--- config.mk ---
export PLATFORM = sky130hd
export DESIGN_NAME = bf16_result_drain
export DESIGN_NICKNAME = d
export VERILOG_FILES = /design/src/rtl/nnoc_fp_pkg.sv /design/src/rtl/sync_fifo.sv /design/src/rtl/bf16_result_drain.sv
export SDC_FILE = /design/constraint.sdc
export NUM_CORES = 1
export LEC_CHECK = 0
export ABC_CLOCK_PERIOD_IN_PS = 2900
export CAP_MARGIN = 40
export CELL_PAD_IN_SITES_DETAIL_PLACEMENT = 1
export CELL_PAD_IN_SITES_GLOBAL_PLACEMENT = 1
export CORE_ASPECT_RATIO = 0.75
export CORE_MARGIN = 3
export CORE_UTILIZATION = 45
export CTS_CLUSTER_DIAMETER = 200
export DETAILED_ROUTE_END_ITERATION = 10
export PLACE_DENSITY_LB_ADDON = 0.1
export SLEW_MARGIN = 15
export SYNTH_ARGS = -nofsm -noshare
export SYNTH_HDL_FRONTEND = slang
export SYNTH_SLANG_ARGS = --single-unit
export TNS_END_PERCENT = 100
--- constraint.sdc ---
create_clock -name clk -period 2.9 [get_ports clk]
set_input_delay 0.435 -clock clk [delete_from_list [all_inputs] [get_ports clk]]
set_output_delay 0.435 -clock clk [all_outputs]
set_load 0.005 [all_outputs]
--- src/rtl/nnoc_fp_pkg.sv ---
// Shared floating-point types and the float32 -> bfloat16 round-to-nearest-even helper.
package nnoc_fp_pkg;
    localparam logic [15:0] BF16_QNAN    = 16'h7FC0;
    localparam logic [7:0]  FP32_EXP_MAX = 8'hFF;
    localparam int          BF16_MANT_W  = 7;

    typedef struct packed {
        logic        sign;
        logic [7:0]  exp;
        logic [22:0] mant;
    } fp32_t;

    typedef struct packed {
        logic                   sign;
        logic [7:0]             exp;
        logic [BF16_MANT_W-1:0] mant;
    } bf16_t;

    // Returns {bf16, overflow, inexact}.
    function automatic logic [17:0] fp32_to_bf16_rne(input fp32_t x);
        bf16_t r;
        logic  ovf, inx, lsb, rnd, sticky;
        r   = {x.sign, x.exp, x.mant[22:16]};
        ovf = 1'b0;
        inx = 1'b0;
        lsb = x.mant[16];
        rnd = x.mant[15];
        sticky = |x.mant[14:0];
        if (x.exp == FP32_EXP_MAX) begin
            r = (x.mant != '0) ? {x.sign, BF16_QNAN[14:0]} : {x.sign, FP32_EXP_MAX, 7'h00};
        end else if (x.exp == 8'h00) begin
            r   = {x.sign, 15'h0000};
            inx = |x.mant;
        end else begin
            // Carry out of the mantissa ripples into the exponent; FE->FF yields signed infinity.
            r   = r + {15'h0000, rnd & (sticky | lsb)};
            ovf = (r.exp == FP32_EXP_MAX);
            inx = rnd | sticky;
        end
        return {r, ovf, inx};
    endfunction
endpackage

--- src/rtl/sync_fifo.sv ---
// Single-clock FIFO with registered full/empty and an occupancy count; no fall-through.
module sync_fifo #(
    parameter int WIDTH = 19,
    parameter int DEPTH = 4
) (
    input  logic                     clk,
    input  logic                     rst_n,
    input  logic                     wr_en,
    input  logic [WIDTH-1:0]         wr_data,
    input  logic                     rd_en,
    output logic [WIDTH-1:0]         rd_data,
    output logic                     full,
    output logic                     empty,
    output logic [$clog2(DEPTH):0]   level
);
    localparam int AW = $clog2(DEPTH);

    logic [WIDTH-1:0] mem [DEPTH];
    logic [AW-1:0]    wr_ptr, rd_ptr;
    logic [AW:0]      level_nxt;

    assign rd_data   = mem[rd_ptr];
    assign level_nxt = level + {{AW{1'b0}}, wr_en} - {{AW{1'b0}}, rd_en};

    // Storage is reset so the head reads as zero while empty.
    always_ff @(posedge clk or negedge rst_n) begin
        if (!rst_n) begin
            for (int i = 0; i < DEPTH; i++) mem[i] <= '0;
            wr_ptr <= '0;
            rd_ptr <= '0;
            level  <= '0;
            full   <= 1'b0;
            empty  <= 1'b1;
        end else begin
            if (wr_en) begin
                mem[wr_ptr] <= wr_data;
                wr_ptr      <= wr_ptr + AW'(1);
            end
            if (rd_en) rd_ptr <= rd_ptr + AW'(1);
            level <= level_nxt;
            full  <= (level_nxt == (AW+1)'(DEPTH));
            empty <= (level_nxt == '0);
        end
    end
endmodule

--- src/rtl/bf16_result_drain.sv ---
// Accumulator result drain: convert register, RNE rounding to bf16, then a FIFO toward the consumer.
module bf16_result_drain
    import nnoc_fp_pkg::*;
#(
    parameter int DEPTH = 4
) (
    input  logic                   clk,
    input  logic                   rst_n,
    input  logic                   in_valid,
    output logic                   in_ready,
    input  logic [31:0]            in_data,
    input  logic                   in_last,
    output logic                   out_valid,
    input  logic                   out_ready,
    output logic [15:0]            out_data,
    output logic                   out_last,
    output logic [1:0]             out_flags,
    output logic [$clog2(DEPTH):0] level
);
    logic        stage_valid, stage_last;
    fp32_t       stage_data;
    logic        full, empty, accept, pop, wr;
    logic [17:0] conv;
    logic [18:0] rd_data;

    // in_ready only looks at registered state, never at out_ready.
    assign in_ready  = !stage_valid || !full;
    assign accept    = in_valid && in_ready;
    assign out_valid = !empty;
    assign pop       = out_valid && out_ready;
    assign wr        = stage_valid && (!full || pop);
    assign conv      = fp32_to_bf16_rne(stage_data);

    always_ff @(posedge clk or negedge rst_n) begin
        if (!rst_n) begin
            stage_valid <= 1'b0;
            stage_data  <= '0;
            stage_last  <= 1'b0;
        end else if (accept) begin
            stage_valid <= 1'b1;
            stage_data  <= in_data;
            stage_last  <= in_last;
        end else if (wr) begin
            stage_valid <= 1'b0;
        end
    end

    sync_fifo #(.WIDTH(19), .DEPTH(DEPTH)) u_fifo (
        .clk     (clk),
        .rst_n   (rst_n),
        .wr_en   (wr),
        .wr_data ({conv[17:2], stage_last, conv[1:0]}),
        .rd_en   (pop),
        .rd_data (rd_data),
        .full    (full),
        .empty   (empty),
        .level   (level)
    );

    assign out_data  = rd_data[18:3];
    assign out_last  = rd_data[2];
    assign out_flags = rd_data[1:0];
endmodule

==> reports/results.txt <==
Worst-Margin Slew: 0.911 ns
power per cell area: 1080 mW/mm^2
ys async rst share: 100%
initial antenna violation count: 0
TritonCTS clock tree: done
Setup Buffers After CTS: 0
detailed router's first-iteration violation count: 170
CP Max Fanout: 13
Slew Limit Headroom: 38.7%
area growth from synthesis to layout: 25.5%
# hold bufs at CTS: 0
Slew Viols, Final: 0
non-filler instance count after layout: 721
VDD IR max: 0.470 mV
r2r worst-path depth: 9
fin area: 0.00685 mm^2
clk sinks: 119
post-synth net total: 528
WL final: 14100 um
# setup viols final: 0
crit path launch type: flop
number of gates resized after CTS: 0
die area: 0.0135 mm^2
RSZ-0062 raised after global routing: no
Routed Antenna Nets: 0
fmax: 390 MHz
Max Clock Skew: 0.0144 ns
Filler cells: 1232
Vias: 4071
remaining global-route overflow: 0
Final period util: 88.4%
Initial Utilization: 46.5%
Leakage: 2.92 nW
H-tree Lvls: 4
Synth top area share: 54.1%
post-place instance area: 0.00624 mm^2
pin count of the biggest net entering global routing: 51
critical path required time: 2.47 ns
CP endpoint kind: output port
clock-pin slew on the worst setup and hold paths: 0.06 ns
top post-synthesis cells by area: dfrtp_1, mux4_2, nand2_1, mux2_2, o21ai_0
vias in the first global route: 4300
routed len/inst: 19.5 um
Skew-Pair Late Insertion Delay: 0.41 ns
worst r2r src: u_fifo.full$_DFF_PN0_
yosys warns: 0
drt first pass iters: 4
IO Port Bufs: 60
Die X-Extent: 133 um
TritonCTS Buffers: 17
ratio of cells with drive above 1 in the final layout: 18.1%
dpl cells: 689
Synth Register Bits: 119
top cells by count, synth: dfrtp_1, nand2_1, o21ai_0
status: finished clean
GRT Util Overall: 22.5%
drt via density: 5.65
I/O pins: 61
MaxCap Viol Count: 0
Synth Area per Inst: 11.3 um^2
r2r setup slk: 0.62 ns
Synth area leader: dfrtp_1
Final TNS setup: 0 ns
first-pass GRT wire length: 23200 um
HP Class: in2async
final net count: 590
synthesized netlist cell count: 484
R2R Path End: u_fifo.full$_DFF_PN0_
RD Place Congestion: 0.790
top-count cell post-synth: dfrtp_1
CTS root buffer: clkbuf_16
Synth cell types: 43
# rows: 34
Core Region: 0.0117 mm^2
DRC errors left: 0
top_reg_cell synth: dfrtp_1
synthesized area: 0.00546 mm^2
EDFF count, synth: 0
Hold Fails Final Rpt: 0
register area share after synthesis: 54.6%
worst path arrival time: 2.13 ns
minimum clock period: 2.56 ns
Longest Clk Path Bufs: 2
dpl hpwl: 9110 um
die height: 101 um
crit path kind: reg2out
# diodes: 0
[worst max-delay path, cell delays in order, from the launching register on]
cell and delay, ns:
dfrtp_1 0.59, buf_4 0.32, mux4_2 0.36, clkdlybuf4s50_1 0.46
[placed cells by master (no fill, tap or decap), types with 2 or more instances in the layout]
cell type / instances
o211ai_1: 15
o211a_1: 4
nor3_1: 6
clkbuf_16: 17
clkinvlp_4: 2
nor2b_1: 2
nor2_1: 17
clkbuf_1: 5
and4_1: 2
xnor2_1: 7
buf_4: 14
mux4_2: 19
a31o_2: 3
bufinv_16: 4
o21ai_0: 50
a21boi_0: 2
o31ai_1: 10
mux2_2: 31
dfrtp_1: 118
clkdlybuf4s50_1: 59
nand4_1: 8
and3_1: 2
nor4_1: 8
a21oi_1: 5
nand2_1: 93
clkinv_2: 3
ha_1: 6
inv_1: 9
a31oi_1: 13
nand3_1: 5
[power breakdown]
group	total, mW	internal (mW)	switching [mW]
Sequential	2.71	2.28	0.432
Combinational	2.53	1.36	1.17
Clock	2.16	1.46	0.709
Total	7.41	5.10	2.31
[how the worst max path moves through the flow]
stage	from	end	slack, ns	cells past startpoint
after detailed placement	out_ready	u_fifo.full$_DFF_PN0_	0.24	10
after CTS	u_fifo.rd_ptr[1]$_DFFE_PN0P_	out_data[9]	0.32	3
after global routing	u_fifo.rd_ptr[1]$_DFFE_PN0P_	out_data[9]	0.26	3
final	u_fifo.rd_ptr[1]$_DFFE_PN0P_	out_data[9]	0.34	3
after global placement	out_ready	u_fifo.full$_DFF_PN0_	0.31	10
after floorplan	out_ready	u_fifo.full$_DFF_PN0_	0.68	9
[layer usage]
| layer | GRT usage, % | part of all wire, % | vias to the layer above | routed length [um] |
|---|---|---|---|---|
| li1 | - | - | 1867 | - |
| met1 | 30.6 | 46 | 2109 | 6480 |
| met2 | 36.0 | 49 | 84 | 6900 |
| met3 | 5.31 | 3.9 | 11 | 554 |
| met4 | 7.91 | 1.0 | 0 | 142 |
| met5 | 0 | 0 | - | 0 |
[per-stage QoR]
| stage | hold slack [ns] | util (%) | worst slack (ns) | power, mW |
|---|---|---|---|---|
| floorplan | 0.139 | - | 0.675 | 4.13 |
| global placement | 0.455 | 53.2 | 0.312 | 5.10 |
| detailed placement | 0.461 | 53.2 | 0.238 | 5.25 |
| CTS | 0.0546 | 58.4 | 0.321 | 7.49 |
| global route | 0.0719 | 58.4 | 0.258 | 7.90 |
| finish | 0.0389 | 58.4 | 0.336 | 7.41 |
[layout make-up]
cell class | count | area [um^2] | share of cell area, %
flip-flops and latches | 119 | 2980 | 43.5
repair buffers | 74 | 716 | 10.4
inverters | 10 | 37.5 | 0.548
clock buffers | 23 | 458 | 6.68
multi-input cells | 324 | 2310 | 33.7
clock inverters | 9 | 150 | 2.19
well taps | 162 | 203 | 2.96
[logic make-up (layout without fill, tap and decap cells)]
family / after synthesis / count (layout) / share of synthesized area, %
compound gates: 105 / 105 / 11.9
xor+xnor: 8 / 8 / 1.28
fa+ha+maj: 7 / 7 / 1.74
buf+inv: 41 / 116 / 3.14
flops: 119 / 119 / 54.6
mux: 51 / 51 / 14.4
simple gates: 153 / 153 / 13.0
[flip-flops by register name, indices dropped and copies added (netlist names)]
register       flops
u_fifo.mem        76
stage_data        32
u_fifo.level       3
u_fifo.rd_ptr      2
u_fifo.wr_ptr      2
stage_last         1
stage_valid        1
u_fifo.empty       1
u_fifo.full        1
(Power assumes the default switching activity.)
